File: src/rtl/ysyx_24100029_bp_pkg.sv
// Shared types, sizes and the gshare hash for the branch predictor.
package ysyx_24100029_bp_pkg;

  localparam int unsigned PHT_INDEX_WIDTH = 8;
  localparam int unsigned GHR_WIDTH       = 8;
  localparam int unsigned UPD_DEPTH       = 4;
  localparam int unsigned UPD_CNT_W       = $clog2(UPD_DEPTH) + 1;

  // 2-bit counter encodings; the MSB is the predicted direction
  typedef enum logic [1:0] {
    NOT_TAKE_S = 2'b00,
    NOT_TAKE_W = 2'b01,
    TAKE_W     = 2'b11,
    TAKE_S     = 2'b10
  } pht_cnt_e;

  typedef struct packed {
    logic [PHT_INDEX_WIDTH-1:0] idx;
    logic                       taken;
  } upd_entry_t;

  // Word-aligned PC bits XORed with the zero-extended history
  function automatic logic [PHT_INDEX_WIDTH-1:0] pht_hash(
    input logic [31:0]          pc,
    input logic [GHR_WIDTH-1:0] g
  );
    logic [PHT_INDEX_WIDTH-1:0] pc_bits;
    pc_bits = pc[PHT_INDEX_WIDTH+1:2];
    return pc_bits ^ PHT_INDEX_WIDTH'(g);
  endfunction

endpackage

File: src/rtl/ysyx_24100029_bp_upd_fifo.sv
// Synchronous FIFO holding pending PHT training updates.
module ysyx_24100029_bp_upd_fifo
  import ysyx_24100029_bp_pkg::*;
#(
  parameter int unsigned DEPTH = UPD_DEPTH
) (
  input  logic                     clock,
  input  logic                     reset,
  input  logic                     push,
  input  upd_entry_t               push_data,
  input  logic                     pop,
  output upd_entry_t               head_c,
  output logic                     full_c,
  output logic                     empty_c,
  output logic [$clog2(DEPTH):0]   count
);

  localparam int unsigned PTR_W = $clog2(DEPTH);
  localparam int unsigned CNT_W = PTR_W + 1;

  upd_entry_t         mem [DEPTH];
  logic [PTR_W-1:0]   wr_ptr;
  logic [PTR_W-1:0]   rd_ptr;
  logic               do_push;
  logic               do_pop;

  // Status flags and guarded handshakes
  always_comb begin
    full_c  = (count == CNT_W'(DEPTH));
    empty_c = (count == '0);
    do_push = push && !full_c;
    do_pop  = pop && !empty_c;
    head_c  = mem[rd_ptr];
  end

  // Storage array; contents need no reset since count gates visibility
  always_ff @(posedge clock) begin
    if (do_push) mem[wr_ptr] <= push_data;
  end

  // Pointers wrap naturally at power-of-two depth
  always_ff @(posedge clock or posedge reset) begin
    if (reset) begin
      wr_ptr <= '0;
      rd_ptr <= '0;
      count  <= '0;
    end else begin
      if (do_push) wr_ptr <= wr_ptr + PTR_W'(1);
      if (do_pop)  rd_ptr <= rd_ptr + PTR_W'(1);
      count <= count + CNT_W'(do_push) - CNT_W'(do_pop);
    end
  end

endmodule

File: src/rtl/ysyx_24100029_pht_ctrl.sv
// Gshare controller: speculative GHR, read-index hash, buffered PHT training.
module ysyx_24100029_pht_ctrl
  import ysyx_24100029_bp_pkg::*;
(
  input  logic                       clock,
  input  logic                       reset,
  input  logic                       pred_valid,
  input  logic                       pred_is_branch,
  input  logic [31:0]                pred_pc,
  output logic                       pred_taken,
  output logic [GHR_WIDTH-1:0]       pred_ghr,
  input  logic                       upd_valid,
  output logic                       upd_ready,
  input  logic [31:0]                upd_pc,
  input  logic [GHR_WIDTH-1:0]       upd_ghr,
  input  logic                       upd_taken,
  input  logic                       upd_mispredict,
  output logic [PHT_INDEX_WIDTH-1:0] pht_index_r,
  input  logic                       pht_state,
  output logic [PHT_INDEX_WIDTH-1:0] pht_index_w,
  output logic                       pht_is_taken,
  output logic                       pht_w_en,
  output logic                       upd_busy
);

  logic [GHR_WIDTH-1:0] ghr_spec;
  logic                 upd_fire;
  logic                 fifo_full;
  logic                 fifo_empty;
  logic [UPD_CNT_W-1:0] fifo_count;
  upd_entry_t           push_entry;
  upd_entry_t           head_entry;

  // Lookup, accept handshake and drain muxing
  always_comb begin
    pht_index_r      = pht_hash(pred_pc, ghr_spec);
    pred_taken       = pht_state;
    pred_ghr         = ghr_spec;
    upd_ready        = !fifo_full;
    upd_fire         = upd_valid && upd_ready;
    push_entry.idx   = pht_hash(upd_pc, upd_ghr);
    push_entry.taken = upd_taken;
    upd_busy         = (fifo_count != '0);
    pht_w_en         = !fifo_empty;
    pht_index_w      = '0;
    pht_is_taken     = 1'b0;
    if (!fifo_empty) begin
      pht_index_w  = head_entry.idx;
      pht_is_taken = head_entry.taken;
    end
  end

  // Speculative history; a mispredict restore overrides a same-cycle shift
  always_ff @(posedge clock or posedge reset) begin
    if (reset) begin
      ghr_spec <= '0;
    end else if (upd_fire && upd_mispredict) begin
      ghr_spec <= {upd_ghr[GHR_WIDTH-2:0], upd_taken};
    end else if (pred_valid && pred_is_branch) begin
      ghr_spec <= {ghr_spec[GHR_WIDTH-2:0], pred_taken};
    end
  end

  ysyx_24100029_bp_upd_fifo #(
    .DEPTH (UPD_DEPTH)
  ) u_fifo (
    .clock     (clock),
    .reset     (reset),
    .push      (upd_fire),
    .push_data (push_entry),
    .pop       (!fifo_empty),
    .head_c    (head_entry),
    .full_c    (fifo_full),
    .empty_c   (fifo_empty),
    .count     (fifo_count)
  );

endmodule
File: config.mk
export PLATFORM = sky130hd
export DESIGN_NAME = ysyx_24100029_pht_ctrl
export DESIGN_NICKNAME = d
export VERILOG_FILES = /design/src/rtl/ysyx_24100029_bp_pkg.sv /design/src/rtl/ysyx_24100029_bp_upd_fifo.sv /design/src/rtl/ysyx_24100029_pht_ctrl.sv
export SDC_FILE = /design/constraint.sdc
export NUM_CORES = 1
export LEC_CHECK = 0
export BUFFER_PORTS_ARGS = -buffer_cell sky130_fd_sc_hd__buf_2
export CELL_PAD_IN_SITES_DETAIL_PLACEMENT = 0
export CELL_PAD_IN_SITES_GLOBAL_PLACEMENT = 1
export CORE_MARGIN = 4
export CORE_UTILIZATION = 37
export CTS_CLUSTER_SIZE = 30
export DETAILED_ROUTE_END_ITERATION = 6
export GPL_TIMING_DRIVEN = 1
export PLACE_DENSITY = 0.81
export SLEW_MARGIN = 0
export SYNTH_ARGS = -nofsm -noshare
export SYNTH_HDL_FRONTEND = slang
export SYNTH_SLANG_ARGS = --single-unit
File: constraint.sdc
create_clock -name clock -period 2.52 [get_ports clock]
set_input_delay 0.252 -clock clock [delete_from_list [all_inputs] [get_ports clock]]
set_output_delay 0.252 -clock clock [all_outputs]
set_load 0.01 [all_outputs]
* Word-level counts from Yosys, hierarchy flattened *
Memories as Yosys holds them, arrays and structs flattened.
Cells that the tools add are included.

cells by class
  mux-type cells = 6
  $add $sub $neg = 4
  bitwise operators = 2
  reduce and logical (&&, ||, !) cells = 9
  eq/ne operators = 1

operators with widths
  operator               count
  $mux W8                3
  $xor A8 B8 Y8          2
  $add A2 B1 Y2 const B  2
  $logic_and A1 B1 Y1    4
  $add A3 B1 Y3          1
  $eq A3 B3 Y1 const B   1
  $logic_not A3 Y1       1
  $mux W1                3
  $reduce_bool A3 Y1     1
  $sub A3 B1 Y3          1
  $logic_not A1 Y1       2
  $reduce_bool A2 Y1     1

storage, ports and cells
  memories kept = 1
  register bits after elaboration = 15
  bits of input ports = 80
  RAM bits = 36
  logic and storage cells = 27
  output and inout bits = 29

memory list
  name        depth  width  rd ports  clocked after Yosys merged registers in  write ports  line                             source
  u_fifo.mem  4      9      1         0                                        1            ysyx_24100029_bp_upd_fifo.sv:21  upd_entry_t mem [DEPTH];

* Longest topological paths before layout *
  depth after elaboration = 6
  gate-level depth with buffers = 9

* Modules after synthesis *
From an unflattened synthesis, not the netlist that was laid out.

unflattened totals
  cells, all modules = 167
  area, all modules = 2538.7 µm²

modules (own cells, without submodules)
  module                     cells each  instances  area each (µm²)
  ysyx_24100029_bp_upd_fifo  89          1          1773.0
  ysyx_24100029_pht_ctrl     78          1          765.7

* Worst setup path before layout *
OpenSTA, ideal clock, no wires.

  kind = register to register
  start point = reg u_fifo.count[1]
  end point = reg u_fifo.count[2]
  path slack = 151 ps
  data arrival time = 2246 ps
  period minus slack after synthesis = 2369 ps
  path buffers = 1
  library setup time = 123 ps
  cell stages (with the launch flop) = 10
  cells stage by stage = dfrtp_1 -> or3_2 -> clkbuf_1 -> ha_1 -> inv_1 -> ha_1 -> inv_1 -> fa_1 -> xnor2_1 -> xnor2_1

between the ends
  elaborated cells on any way between the ends = 8
  classes of those cells = 2 x add/sub; 1 x eq/ne; 5 x reduce/logical

RTL lines
  element                 line                             source
  start, declared         ysyx_24100029_bp_upd_fifo.sv:15  output logic [$clog2(DEPTH):0] count
  start signal, assigned  ysyx_24100029_bp_upd_fifo.sv:50  count <= count + CNT_W'(do_push) - CNT_W'(do_pop);
  $logic_not A3 Y1        ysyx_24100029_bp_upd_fifo.sv:30  empty_c = (count == '0);
  $logic_not A1 Y1        -
  net pht_w_en            ysyx_24100029_pht_ctrl.sv:22     output logic pht_w_en,
  $sub A3 B1 Y3           ysyx_24100029_bp_upd_fifo.sv:50

The timed path passes the listed nets, and every way through them passes these cells.
A chain may end at the register's enable or synchronous reset.

* Worst setup path in the final report *
  start point = reg u_fifo.count[1]
  end point = reg u_fifo.count[2]

between the ends
  longest elaborated chain between the ends = 6
  elaborated cells on any way between the ends = 8
  classes of those cells = 2 x add/sub; 1 x eq/ne; 5 x reduce/logical

ends and longest elaborated chain
  element              line                                                           source
  $eq A3 B3 Y1         ysyx_24100029_bp_upd_fifo.sv:29                                full_c = (count == CNT_W'(DEPTH));
  $logic_not A1 Y1     ysyx_24100029_bp_upd_fifo.sv:31, ysyx_24100029_pht_ctrl.sv:39
  $logic_and A1 B1 Y1  ysyx_24100029_pht_ctrl.sv:40                                   upd_fire = upd_valid && upd_ready;
  $logic_and A1 B1 Y1  ysyx_24100029_bp_upd_fifo.sv:31                                do_push = push && !full_c;
  $add A3 B1 Y3        ysyx_24100029_bp_upd_fifo.sv:50
  $sub A3 B1 Y3 *      ysyx_24100029_bp_upd_fifo.sv:50

Every way passes the cells marked *; elsewhere a longest branch is shown, timed or not.

==> results by group <==
Outcome
  – Outcome: complete, no violations

CTS
  – Root Driver: clkbuf_8
  – CTS tree: done
  – Clock sink total: just over 50
  – CTS resizes: 0
  – Post-CTS setup buffer count: 0
  – Cts hold-fix bufs: 0
  – CTS Buffer Depth: 2
  – Number of CTS-inserted buffers: 5
  – Clock slew at reported path FFs: 0.09 ns
  – Htree depth: 2
  – Clk_lat worst skew: ~0.30 ns

GRT
  – Largest net degree at the start of global routing: 17
  – Met2 usage: 0.219
  – Busiest grt layer: met2
  – Total track usage: 0.122
  – Met3 usage: 0.0263
  – Global route total overflow: 0
  – Initial antenna violation count: 0
  – Met1 GRT Util: 0.143
  – Vias in the first global route: ~1400
  – First-pass GRT wire length: approximately 7.0 mm

STA
  – TNS Setup: 0 ns
  – Fin. max-slew vios: 0
  – Worst Skew: between 0.006 and 0.007 ns
  – Worst-margin pin slew: between 0.6 and 0.7 ns
  – Max-slew headroom: 0.589
  – Final hold violation count: 0
  – Tcrit/Tclk final: 0.875
  – Post-layout minimum cycle time: ~2.2 ns
  – F_max: about 450 MHz
  – Unrepaired setup endpoints after global routing: false
  – Final setup fails: 0

Synth
  – Top cell type's share of synthesized area: 0.459
  – Post-synthesis mux area share: 0.180
  – Adder-Cell Fraction of Synth Area: 0.0403
  – Area contributors post-synth: edfxtp_1 (46%), dfrtp_1 (16%), mux4_2 (8.6%)
  – Post-synth top area cell: edfxtp_1
  – Post-synth ARST share: 0.294
  – Post-Synth Simple-Gate Area: 0.0541
  – Top FF cell, synth: edfxtp_1
  – Synth top cells by count: edfxtp_1 (36), xor2_1 (17), dfrtp_1 (15)
  – Register bit total from synthesis: 51
  – Main combinational cell family by area after synthesis: multiplexers
  – Cell with the most instances after synthesis: edfxtp_1
  – Sequential element share of the synthesized area: 0.618
  – Cell count after synthesis: 138
  – Number of enable flip-flop cells after synthesis: 36
  – Syn_area_per_cell: ~17 um2
  – Synth Area in XOR/XNOR: 0.0780
  – Post-Synthesis Net Count: approximately 230
  – Warnings from Yosys: 0
  – Cell Area, Synth: approximately 2400 um2
  – Unique masters post-synth: 21
  – Complex-gate fraction of the synthesized area: 0

Cells and area
  – Area Overhead vs Synth: 21.3%
  – Final #Nets: between 200 and 300
  – Layout cells sized above 1: 0.507
  – Ant diodes: 0

Routing
  – Drt pass-1 iters: 4
  – Routed via count: around 1300
  – DRC: 0
  – Routed WL: about 4.3 mm
  – WL/cell: 15.6 um
  – Final ANT Viol Nets: 0
  – Vias/cell: 4.73
  – DR iter-0 viols: between 50 and 60

Critical path
  – Critical Path Fanout Max: 4
  – CP Class: reg -> reg
  – Data arrival, critical path: between 2 and 2.5 ns
  – Worst Path Required: between 2 and 3 ns
  – CP endpoint kind: flop
  – Critical path launch point type: flop

Power and ir drop
  – Power per cell area: ~1100 nW/um2
  – Flop pwr share: 0.413
  – Sw Ratio: 0.312
  – Switching power: about 1000 uW
  – Int Pwr: between 2000 and 2500 uW
  – Total power: ~3200 uW
  – Leak Pwr: roughly 0.0012 uW
  – Comb pwr share: 0.384
  – Clock power frac: 0.203
  – Peak supply drop: between 0.0004 and 0.0005 V

Placed design
  – Routability cong.: between 0.7 and 0.8
  – DP Wirelength: roughly 3.3 mm
  – I/O Buffers: 60

Floorplanning
  – Core box area: 6060 um2
  – Die Height: 87.8 um
  – DIE WIDTH: between 80 and 90 um
  – Die area: roughly 7700 um2
  – Initial Util: 0.389
  – Row count: 28
  – IO Count: ~110

Min path
  – Worst min-delay path class: in -> async

Flow run
  – Max cap viols: 0
-- sequential cells by signal (all words and copies together), names as in the netlist --
name           cells
u_fifo.rd_ptr      2
u_fifo.mem        36
u_fifo.wr_ptr      2
pred_ghr           8
u_fifo.count       3
-- power by group through the flow --
stage / Combinational, uW / Clock [uW] / Sequential, uW
finish: 1250 / 658 / 1340
global route: 1400 / 707 / 1380
global placement: 1250 / 0 / 1350
detailed placement: 1280 / 0 / 1360
floorplan: 908 / 0 / 1300
CTS: 1280 / 669 / 1350
-- worst max-delay path, cell delays in order, from the launching register on --
cell and delay, ns:
dfrtp_1 0.45, or3_2 0.49, ha_1 0.28, inv_1 0.05
ha_1 0.14, inv_1 0.05, fa_1 0.37, xnor2_1 0.18
xnor2_1 0.14
-- path summary, 6_finish.rpt --
check,start,depth (start not counted),slack (ns),to
setup / recovery,u_fifo.count[1],8,0.31,u_fifo.count[2]
hold / removal,reset,2,0.01,pred_ghr[6]
setup reg to reg,u_fifo.count[1],8,0.31,u_fifo.count[2]
hold reg to reg,u_fifo.count[2],1,0.51,u_fifo.count[2]
max in group asynchronous,reset,2,2.11,u_fifo.rd_ptr[0]
min in group clock,upd_taken,1,0.19,u_fifo.mem[3][0]
-- stage by stage --
| stage | instance area (um2) | utilization | worst slack (ns) | hold WS, ns | std cells |
|---|---|---|---|---|---|
| 3_5_place_dp | 2720 | 0.449 | 0.334 | 0.361 | 268 |
| 2_1_floorplan | 2360 | - | 0.151 | 0.153 | 138 |
| 5_1_grt | 2860 | 0.472 | 0.136 | 0.0676 | 276 |
| 6_report | 2860 | 0.472 | 0.314 | 0.0109 | 276 |
| 4_1_cts | 2860 | 0.472 | 0.299 | 0.0308 | 276 |
| 3_3_place_gp | 2720 | 0.449 | 0.352 | 0.370 | 268 |
-- layout make-up --
type | count | area, um2
repair buffers | 62 | 315
well taps | 75 | 93.8
inverters | 7 | 26.3
clock inverters | 3 | 67.6
multi-input cells | 73 | 831
clock buffers | 5 | 68.8
flip-flops and latches | 51 | 1460
fillers | 547 | 3200
-- layout by cell type (no fill, tap or decap) --
master	Yosys	routed
or3_2	1	1
ha_1	6	6
buf_4	2	2
and2_0	1	1
clkinvlp_4	0	1
bufinv_16	0	2
and2_1	9	9
buf_2	2	60
inv_1	7	7
nand2_1	2	2
clkbuf_8	0	5
mux2_4	8	8
and3_4	1	1
or3b_1	1	1
mux2_2	9	9
xnor2_1	4	4
mux4_2	9	9
and3_2	4	4
dfrtp_1	15	15
fa_1	1	1
xor2_1	17	17
edfxtp_1	36	36
-- routing by layer --
metal | wire, um | vias to the layer above
met5 | 0 | -
met4 | 36 | 0
met3 | 233 | 5
met2 | 2270 | 37
met1 | 1760 | 646
li1 | - | 617
-- cells by family (layout without fill, tap and decap cells) --
group | count (synthesis) | after routing
xor+xnor | 21 | 21
buf+inv | 14 | 77
fa+ha+maj | 7 | 7
simple gates | 19 | 19
mux | 26 | 26
flops | 51 | 51
No activity file was read; power rests on OpenSTA's default activity.
